$ cat src/rtl/spi_pkg.sv
// Shared SPI definitions used by the master and by the slave peripherals.
//   spi_mode_t  : 2-bit SPI mode word
//   spi_state_e : transfer sequencer states
//   cpol/cpha   : decode of the mode word into clock polarity and phase.
//                 Phase is Mode[1]^Mode[0], so modes 0 and 3 sample on the
//                 leading edge, while modes 1 and 2 sample on the trailing edge.
package spi_pkg;

    typedef logic [1:0] spi_mode_t;

    typedef enum logic [1:0] {
        IDLE  = 2'd0,
        SETUP = 2'd1,
        SHIFT = 2'd2,
        HOLD  = 2'd3
    } spi_state_e;

    function automatic logic cpol(input spi_mode_t mode);
        return mode[1];
    endfunction

    function automatic logic cpha(input spi_mode_t mode);
        return mode[1] ^ mode[0];
    endfunction

endpackage

$ cat src/rtl/spi_clk_gen.sv
// SCLK divider for the SPI master.
//   clk, rst_n   : system clock, asynchronous active-low reset
//   run          : high for the whole transfer (SETUP through HOLD)
//   cpol         : idle level; SCLK follows it every cycle while run is low
//   sclk         : registered serial clock
//   lead_strobe  : one cycle wide; the next clk edge is a leading SCLK edge
//   trail_strobe : one cycle wide; the next clk edge is a trailing SCLK edge
//   last_trail   : trail_strobe for the final SCLK edge of the word
//   end_strobe   : one cycle wide; the next clk edge ends the HOLD period
// Ticks occur every CLK_DIV cycles after run rises. Ticks 1..2*DATA_WIDTH
// toggle SCLK, and tick 2*DATA_WIDTH+1 closes the transfer.
module spi_clk_gen #(
    parameter int CLK_DIV    = 2,
    parameter int DATA_WIDTH = 8
) (
    input  logic clk,
    input  logic rst_n,
    input  logic run,
    input  logic cpol,
    output logic sclk,
    output logic lead_strobe,
    output logic trail_strobe,
    output logic last_trail,
    output logic end_strobe
);

    localparam int HP_W      = $clog2(CLK_DIV + 1);
    localparam int NUM_EDGES = 2 * DATA_WIDTH;
    localparam int EC_W      = $clog2(NUM_EDGES + 1);

    logic [HP_W-1:0] hp_cnt_reg;
    logic [EC_W-1:0] edge_cnt_reg;
    logic            sclk_reg;
    logic            tick;
    logic            in_shift;

    // edge_cnt_reg holds the number of ticks already taken, so an even count
    // means the coming tick is an odd (leading) edge.
    assign tick         = run && (hp_cnt_reg == HP_W'(CLK_DIV - 1));
    assign in_shift     = (edge_cnt_reg < EC_W'(NUM_EDGES));
    assign lead_strobe  = tick && in_shift && !edge_cnt_reg[0];
    assign trail_strobe = tick && in_shift && edge_cnt_reg[0];
    assign last_trail   = trail_strobe && (edge_cnt_reg == EC_W'(NUM_EDGES - 1));
    assign end_strobe   = tick && (edge_cnt_reg == EC_W'(NUM_EDGES));
    assign sclk         = sclk_reg;

    always_ff @(posedge clk or negedge rst_n) begin
        if (!rst_n) begin
            hp_cnt_reg   <= '0;
            edge_cnt_reg <= '0;
            sclk_reg     <= 1'b0;
        end else if (!run) begin
            hp_cnt_reg   <= '0;
            edge_cnt_reg <= '0;
            sclk_reg     <= cpol;
        end else begin
            if (tick) begin
                hp_cnt_reg <= '0;
                // Clear rather than count past the final tick so the
                // counter never wraps.
                if (end_strobe) begin
                    edge_cnt_reg <= '0;
                end else begin
                    edge_cnt_reg <= edge_cnt_reg + EC_W'(1);
                end
            end else begin
                hp_cnt_reg <= hp_cnt_reg + HP_W'(1);
            end
            if (lead_strobe || trail_strobe) begin
                sclk_reg <= ~sclk_reg;
            end
        end
    end

endmodule

$ cat src/rtl/spi_master.sv
// SPI master: full-duplex, LSB-first transfers in any of the four SPI modes.
//   Clock        : system clock
//   Reset        : asynchronous active-low reset
//   Start        : transfer request, honoured only in IDLE with a valid index
//   Mode         : SPI mode (held stable from one cycle before Start)
//   Slave_Index  : target slave number
//   Tx_Data      : word to send, latched on acceptance
//   MISO         : serial input from the selected slave
//   SCLK, MOSI   : serial clock and data out
//   Slave_Select : active-low one-hot select
//   Rx_Data      : received word, updated only when a transfer completes
//   Busy         : high from acceptance until completion
//   Done         : one-cycle completion pulse
module spi_master
    import spi_pkg::*;
#(
    parameter int DATA_WIDTH = 8,
    parameter int CLK_DIV    = 2,
    parameter int NUM_SLAVES = 2
) (
    input  logic                  Clock,
    input  logic                  Reset,
    input  logic                  Start,
    input  logic [1:0]            Mode,
    input  logic [((NUM_SLAVES > 1) ? $clog2(NUM_SLAVES) : 1)-1:0] Slave_Index,
    input  logic [DATA_WIDTH-1:0] Tx_Data,
    input  logic                  MISO,
    output logic                  SCLK,
    output logic                  MOSI,
    output logic [NUM_SLAVES-1:0] Slave_Select,
    output logic [DATA_WIDTH-1:0] Rx_Data,
    output logic                  Busy,
    output logic                  Done
);

    localparam int IDX_W = (NUM_SLAVES > 1) ? $clog2(NUM_SLAVES) : 1;

    spi_state_e            state_reg, state_next;
    spi_mode_t             mode_reg;
    logic [DATA_WIDTH-1:0] tx_shift_reg;
    logic [DATA_WIDTH-1:0] rx_shift_reg;
    logic [DATA_WIDTH-1:0] rx_data_reg;
    logic                  mosi_reg;
    logic                  busy_reg;
    logic                  done_reg;

    logic accept;
    logic complete;
    logic run;
    logic gen_cpol;
    logic phase;
    logic lead_strobe;
    logic trail_strobe;
    logic last_trail;
    logic end_strobe;
    logic sample_strobe;
    logic shift_strobe;

    assign accept   = Start && (state_reg == IDLE) && (int'(Slave_Index) < NUM_SLAVES);
    assign run      = (state_reg != IDLE);
    assign complete = (state_reg == HOLD) && end_strobe;
    assign phase    = cpha(mode_reg);
    // While idle, SCLK tracks the live Mode so it already sits at the right
    // polarity when Start arrives.
    assign gen_cpol = run ? cpol(mode_reg) : Mode[1];

    // Phase 0 presents bit 0 at select time and moves on at trailing edges
    // (except the last, so MOSI holds bit DATA_WIDTH-1 afterwards). Phase 1
    // presents each bit at a leading edge.
    assign sample_strobe = phase ? trail_strobe : lead_strobe;
    assign shift_strobe  = phase ? lead_strobe  : (trail_strobe && !last_trail);

    spi_clk_gen #(
        .CLK_DIV    (CLK_DIV),
        .DATA_WIDTH (DATA_WIDTH)
    ) u_clk_gen (
        .clk          (Clock),
        .rst_n        (Reset),
        .run          (run),
        .cpol         (gen_cpol),
        .sclk         (SCLK),
        .lead_strobe  (lead_strobe),
        .trail_strobe (trail_strobe),
        .last_trail   (last_trail),
        .end_strobe   (end_strobe)
    );

    always_comb begin
        state_next = state_reg;
        case (state_reg)
            IDLE:    if (accept)     state_next = SETUP;
            SETUP:   if (lead_strobe) state_next = SHIFT;
            SHIFT:   if (last_trail) state_next = HOLD;
            HOLD:    if (end_strobe) state_next = IDLE;
            default: state_next = IDLE;
        endcase
    end

    always_ff @(posedge Clock or negedge Reset) begin
        if (!Reset) begin
            state_reg    <= IDLE;
            mode_reg     <= '0;
            tx_shift_reg <= '0;
            rx_shift_reg <= '0;
            rx_data_reg  <= '0;
            mosi_reg     <= 1'b0;
            busy_reg     <= 1'b0;
            done_reg     <= 1'b0;
        end else begin
            state_reg <= state_next;
            done_reg  <= 1'b0;
            if (accept) begin
                mode_reg     <= Mode;
                tx_shift_reg <= Tx_Data;
                rx_shift_reg <= '0;
                busy_reg     <= 1'b1;
                if (!cpha(Mode)) begin
                    mosi_reg <= Tx_Data[0];
                end
            end else begin
                if (shift_strobe) begin
                    mosi_reg     <= phase ? tx_shift_reg[0] : tx_shift_reg[1];
                    tx_shift_reg <= tx_shift_reg >> 1;
                end
                if (sample_strobe) begin
                    rx_shift_reg <= {MISO, rx_shift_reg[DATA_WIDTH-1:1]};
                end
                if (complete) begin
                    busy_reg    <= 1'b0;
                    done_reg    <= 1'b1;
                    rx_data_reg <= rx_shift_reg;
                end
            end
        end
    end

    // One flop per select line, so the selects come straight from registers
    // and cannot glitch.
    generate
        for (genvar gi = 0; gi < NUM_SLAVES; gi++) begin : g_sel
            logic sel_n_reg;
            always_ff @(posedge Clock or negedge Reset) begin
                if (!Reset) begin
                    sel_n_reg <= 1'b1;
                end else if (accept) begin
                    sel_n_reg <= (Slave_Index != IDX_W'(gi));
                end else if (complete) begin
                    sel_n_reg <= 1'b1;
                end
            end
            assign Slave_Select[gi] = sel_n_reg;
        end
    endgenerate

    assign MOSI    = mosi_reg;
    assign Rx_Data = rx_data_reg;
    assign Busy    = busy_reg;
    assign Done    = done_reg;

endmodule

$ cat config.mk
export PLATFORM = sky130hd
export DESIGN_NAME = spi_master
export DESIGN_NICKNAME = d
export VERILOG_FILES = /design/src/rtl/spi_pkg.sv /design/src/rtl/spi_clk_gen.sv /design/src/rtl/spi_master.sv
export SDC_FILE = /design/constraint.sdc
export NUM_CORES = 1
export LEC_CHECK = 0
export CAP_MARGIN = 25
export CORE_ASPECT_RATIO = 0.5
export CORE_MARGIN = 8
export CORE_UTILIZATION = 58
export DETAILED_ROUTE_END_ITERATION = 8
export PLACE_DENSITY = 0.95
export SYNTH_ARGS = -nofsm -noshare
export SYNTH_HDL_FRONTEND = slang
export SYNTH_HIERARCHICAL = 1
export SYNTH_SLANG_ARGS = --single-unit
$ cat constraint.sdc
create_clock -name Clock -period 6.73 [get_ports Clock]
set_input_delay 2.019 -clock Clock [delete_from_list [all_inputs] [get_ports Clock]]
set_output_delay 2.019 -clock Clock [all_outputs]
set_load 0.05 [all_outputs]
# [Yosys cells after proc, flatten, opt, wreduce, memory -nomap -nowiden]
# Cells that the tools add are included.
[totals] inputBits=15 wordCells=83 regBits=41 output_inout_bits=14
[op_classes] bitwise=5 eq_ne=13 n_lt_le_gt_ge=1 muxes=29 reduce_logical=20 n_addsub=2
[op_table] operator="$mux 8" n=4
[op_table] operator="$mux 1" n=15
[op_table] operator="$mux 5" n=3
[op_table] operator="$ne 2x2->1 const B" n=7
[op_table] operator="$mux 2" n=6
[op_table] operator="$logic_and 1x1->1" n=9
[op_table] operator="$pmux 2 s4" n=1
[op_table] operator="$reduce_bool 2->1" n=4
[op_table] operator="$add 5x1->5 const B" n=1
[op_table] operator="$eq 5x4->1 const B" n=1
[op_table] operator="$eq 5x5->1 const B" n=1
[op_table] operator="$lt 5x5->1 const B" n=1
[op_table] operator="$eq 2x1->1 const B" n=2
[op_table] operator="$eq 2x2->1 const B" n=2
[op_table] operator="$reduce_and 2->1" n=2
[op_table] operator="$reduce_and 4->1" n=1
[op_table] operator="$not 1->1" n=3
[op_table] operator="$add 2x1->2 const B" n=1
[op_table] operator="$logic_not 1->1" n=2
[op_table] operator="$logic_not 2->1" n=1
[op_table] operator="$xor 1x1->1" n=2
[op_table] operator="$logic_or 1x1->1" n=1

# [Longest topological paths before layout]
[logic_depth] ltp_word=10 mapped_depth=10 mapped_depth_nobuf=10

# [Modules after synthesis]
# The synthesis kept the hierarchy.
[modules_own_cells] mod="spi_master" cells_each=139 area_each_um2=1551.5 instances=1 seq_area_each_um2=828.3
[modules_own_cells] mod="spi_clk_gen" cells_each=46 area_each_um2=467.9 instances=1 seq_area_each_um2=200.2

# [Least setup slack after synthesis]
# Ideal clock, no wire load.
[synth_timing] path_type="input -> register" start="in Start" end="reg rx_data_reg[0] (netlist: Rx_Data[0])" stages=4 setup_ns=0.125 setup_slack_ns=3.626 t_required_ns=6.605 arrival_ns=2.979 path_buffers=1 cell_sequence="and2_1 > clkbuf_1 > nor2_2 > mux2_2"
[synth_via] elab_chain_len=3
[synth_lines] item="start, declared" line="spi_master.sv:23" rtl="input logic Start,"
[synth_lines] item="$logic_and 1x1->1" line="spi_master.sv:59" rtl="assign accept = Start && (state_reg == IDLE) && (int'(Slave_Index) < NUM_SLAVES);"
[synth_lines] item="$not 1->1 (no line)"
[synth_lines] item="$reduce_and 2->1 (no line)"
[synth_lines] item="end signal, assigned" line="spi_master.sv:131" rtl="rx_data_reg <= rx_shift_reg;"
[synth_lines] item="end, declared" line="spi_master.sv:42" rtl="logic [DATA_WIDTH-1:0] rx_data_reg;"
# Every way passes these cells.
# A chain may end at the register's enable or synchronous reset.

# [Final worst setup path]
[layout_timing] start="reg g_sel[0].sel_n_reg" end="out Slave_Select[0]"
[layout_lines] item="start, declared" line="spi_master.sv:141" rtl="logic sel_n_reg;"
[layout_lines] item="start signal, assigned" line="spi_master.sv:146" rtl="sel_n_reg <= (Slave_Index != IDX_W'(gi));"
[layout_lines] item="end, declared" line="spi_master.sv:30" rtl="output logic [NUM_SLAVES-1:0] Slave_Select,"
# No word-level cell between the ends.

==> run_results.csv <==
group,metric,value,unit
critical_path,reg2reg_from,"state_reg[0]$_DFFE_PN0P_",
sta,setup_tns,0,ns
sta,worst_slew_slack_as_a_fraction_of_its_limit,0.419,
clocking,cts_root_buf,"clkbuf_8",
cells_and_area,final_core_util,0.724,
sta,worst_slew_pin_slew,0.872,ns
yosys,yosysTopAreaCellShare,0.483,
grt,first_global_vias,1359,
drt,wl_per_cell,15.6,um
yosys,postSynthRegisterBits,41,
clocking,clk_pin_slew_worst_paths,0.08,ns
clocking,post_cts_setup_repair_buffer_count,0,
critical_path,cp_slowest_cell,"clkdlybuf4s50_1",
power,max-vdd-ir-drop,0.210,mV
drt,vias,1415,
yosys,synth_top_flop_cell,"dfrtp_1",
critical_path,crit_arrival,1.65,ns
grt,grt_max_degree,42,
grt,antenna_found_initial,0,
critical_path,required,4.71,ns
worst_hold_path,hold_path.class,"reg2reg",
drt,drt-initial-drc-count,79,
floorplanning,die-width,99.5,um
worst_hold_path,hold_path_startpoint,"Busy$_DFFE_PN0P_",
critical_path,critPathKind,"reg2out",
grt,global_route_wire_length_before_repair,6.55,mm
sta,timing.clock.skew,0.00734,ns
yosys,synth_area,0.00202,sq mm
yosys,syn_inst,185,
power,static-leakage-power,1.12,nW
sta,max_freq,0.272,GHz
clocking,cts_repair_resize_count,0,
critical_path,cp_top_family,"buffers and inverters",
cells_and_area,fillerInstances,218,
yosys,synth_edf_count,0,
critical_path,reg2reg_setup_slack,3.83,ns
critical_path,cp_cell_sequence,"clkdlybuf4s50_1",
clocking,hold_buffer_count_at_cts,0,
clocking,cts.htree.levels,2,
cells_and_area,layout_cell_share_with_drive_strength_beyond_1,0.145,
critical_path,critPathMaxStageDelay,0.81,ns
clocking,clock_tree_from_tritoncts,"built",
sta,setup-violations-final,0,
sta,slew_violations,0,
cells_and_area,finalNetCount,235,
placement,post-place-cells,248,
yosys,ys_async_rst_share,1.00,
yosys,yosys_warnings,6,
floorplanning,num_rows,15,
placement,gp_congestion,0.809,
sta,layout_setup_ws,3.06,ns
drt,drt-vias-per-instance,5.53,
clocking,cts-buffers-inserted,5,
grt,track_usage,0.145,
placement,hpwlAfterDp,2.74,mm
yosys,syn_area_per_cell,10.9,sq um
sta,min_period,3.67,ns
sta,timing_hold_violations_final,0,
floorplanning,initial_utilization,0.598,
worst_hold_path,whs_endpoint,"Busy$_DFFE_PN0P_",
yosys,synth_largest_area_cell,"dfrtp_1",
yosys,synth-seq-area-share,0.509,
outcome,run_status,"complete, no violations",
critical_path,reg2reg_depth,8,
sta,rsz0062_at_grt,"false",
drt,antenna_violating_nets_left,0,
critical_path,cp_num_buf_inv,1,
floorplanning,die_span_y,57.7,um
yosys,yosysUniqueCellTypes,36,
drt,routed_wirelength,3.98,mm
yosys,post_synth_most_frequent_cells,"dfrtp_1 (39), nand2_1 (26), inv_1 (17)",
cells_and_area,area.sequential,0.00103,sq mm
cells_and_area,area_growth_syn_to_layout,21.2,%
clocking,clock_latency_on_the_worst_skew_pair,0.30,ns
yosys,synthMostInstantiatedCell,"dfrtp_1",
critical_path,crit_path_start_kind,"register",
floorplanning,core_region_area,0.00338,sq mm
critical_path,reg_to_reg_end,"state_reg[1]$_DFFE_PN0P_",
flow_run,maxCapViolCount,0,
clocking,clock-sinks,41,
placement,place_worst_setup_slack,2.77,ns
yosys,postSynthNetCount,207,
power,p_per_area,454,mW/mm^2
floorplanning,io-pin-count,29,
cells_and_area,num_antenna_cells,0,
cells_and_area,area_of_the_multi_input_gates,890,sq um
floorplanning,die_area,0.00574,sq mm
grt,global_route.overflow_total,0,
critical_path,critPathCaptureType,"primary output",
placement,portBuffers,28,
drt,detail_route.drc_violations,0,
clocking,max_buffers_root_to_sink,2,
power,post-layout-total-power,1.11,mW
cells_and_area,stdcell_count,256,
sta,finalCritPeriodShare,0.545,
drt,drt_pass1_iterations,4,
critical_path,crit_fanout,2,
yosys,synth.top_cells.by_area,"dfrtp_1 (48%), mux2i_1 (5.9%), mux2_2 (5.6%)",
worst_hold_path,timing.hold.worst_path_depth,2,
[through the flow]
step / area [sq um] / hold slack, ns
floorplan: 2020 / 0.446
global placement: 2310 / 0.463
detailed placement: 2310 / 0.484
CTS: 2450 / 0.499
global route: 2450 / 0.522
finish: 2450 / 0.499
[per-layer routing]
metal	share of wire	wire length [um]	global-route usage
met2	0.51	2030	0.241
met5	0	0	0
met4	0.016	63	0.0640
met3	0.032	126	0.0370
met1	0.44	1770	0.175
[placed cells by master, fill, tap and decap left out, types with 2 or more instances in the layout]
cell             instances
o21bai_1                 7
ha_1                     7
and2_1                   3
nor2_1                   8
mux2_2                  10
clkbuf_8                 5
dfrtp_1                 39
a21oi_1                  6
nand3b_1                 2
nand3_1                  3
inv_1                   17
o31ai_1                  2
mux2i_4                  2
dfstp_2                  2
mux2i_1                 12
nor3_1                   7
o22ai_1                  3
clkdlybuf4s50_1         27
o21ai_1                  6
bufinv_16                2
nand2_1                 26
[layout make-up]
cell class | count | area share
Tap cell | 42 | 0.0215
Timing Repair Buffer | 28 | 0.112
Clock buffer | 5 | 0.0281
Inverter | 17 | 0.0261
Clock inverter | 3 | 0.0281
Sequential cell | 41 | 0.420
Multi-Input combinational cell | 120 | 0.363
[report_power, final]
group | leakage [nW] | switching, mW | total, mW | internal [mW]
clock network | 0.0687 | 0.0936 | 0.243 | 0.149
registers | 0.511 | 0.0604 | 0.392 | 0.331
logic | 0.538 | 0.276 | 0.477 | 0.201
total | 1.12 | 0.430 | 1.11 | 0.682
[how the worst max path moves through the flow]
stage	from	endpoint	slack [ns]	depth (start not counted)
6_report	g_sel[0].sel_n_reg$_DFFE_PN1P_	Slave_Select[0]	3.06	1
5_1_grt	Start	Rx_Data[1]$_DFFE_PN0P_	2.97	4
4_1_cts	g_sel[0].sel_n_reg$_DFFE_PN1P_	Slave_Select[0]	3.05	1
3_5_place_dp	Start	Rx_Data[4]$_DFFE_PN0P_	2.77	4
3_3_place_gp	Start	Rx_Data[7]$_DFFE_PN0P_	2.85	4
2_1_floorplan	Start	Rx_Data[0]$_DFFE_PN0P_	3.63	4
[cell families (layout without fill, tap and decap cells)]
logic type / after synthesis / count (layout) / synth area share
buffers and inverters: 24 / 53 / 0.0502
DFF: 41 / 41 / 0.509
and+or+nand+nor: 59 / 59 / 0.148
xor gates and xnor gates: 3 / 3 / 0.0223
adders and majority gates: 7 / 7 / 0.0434
muxes: 24 / 24 / 0.138
AOI/OAI and AO/OA: 27 / 27 / 0.0892
(Power assumes the default switching activity.)
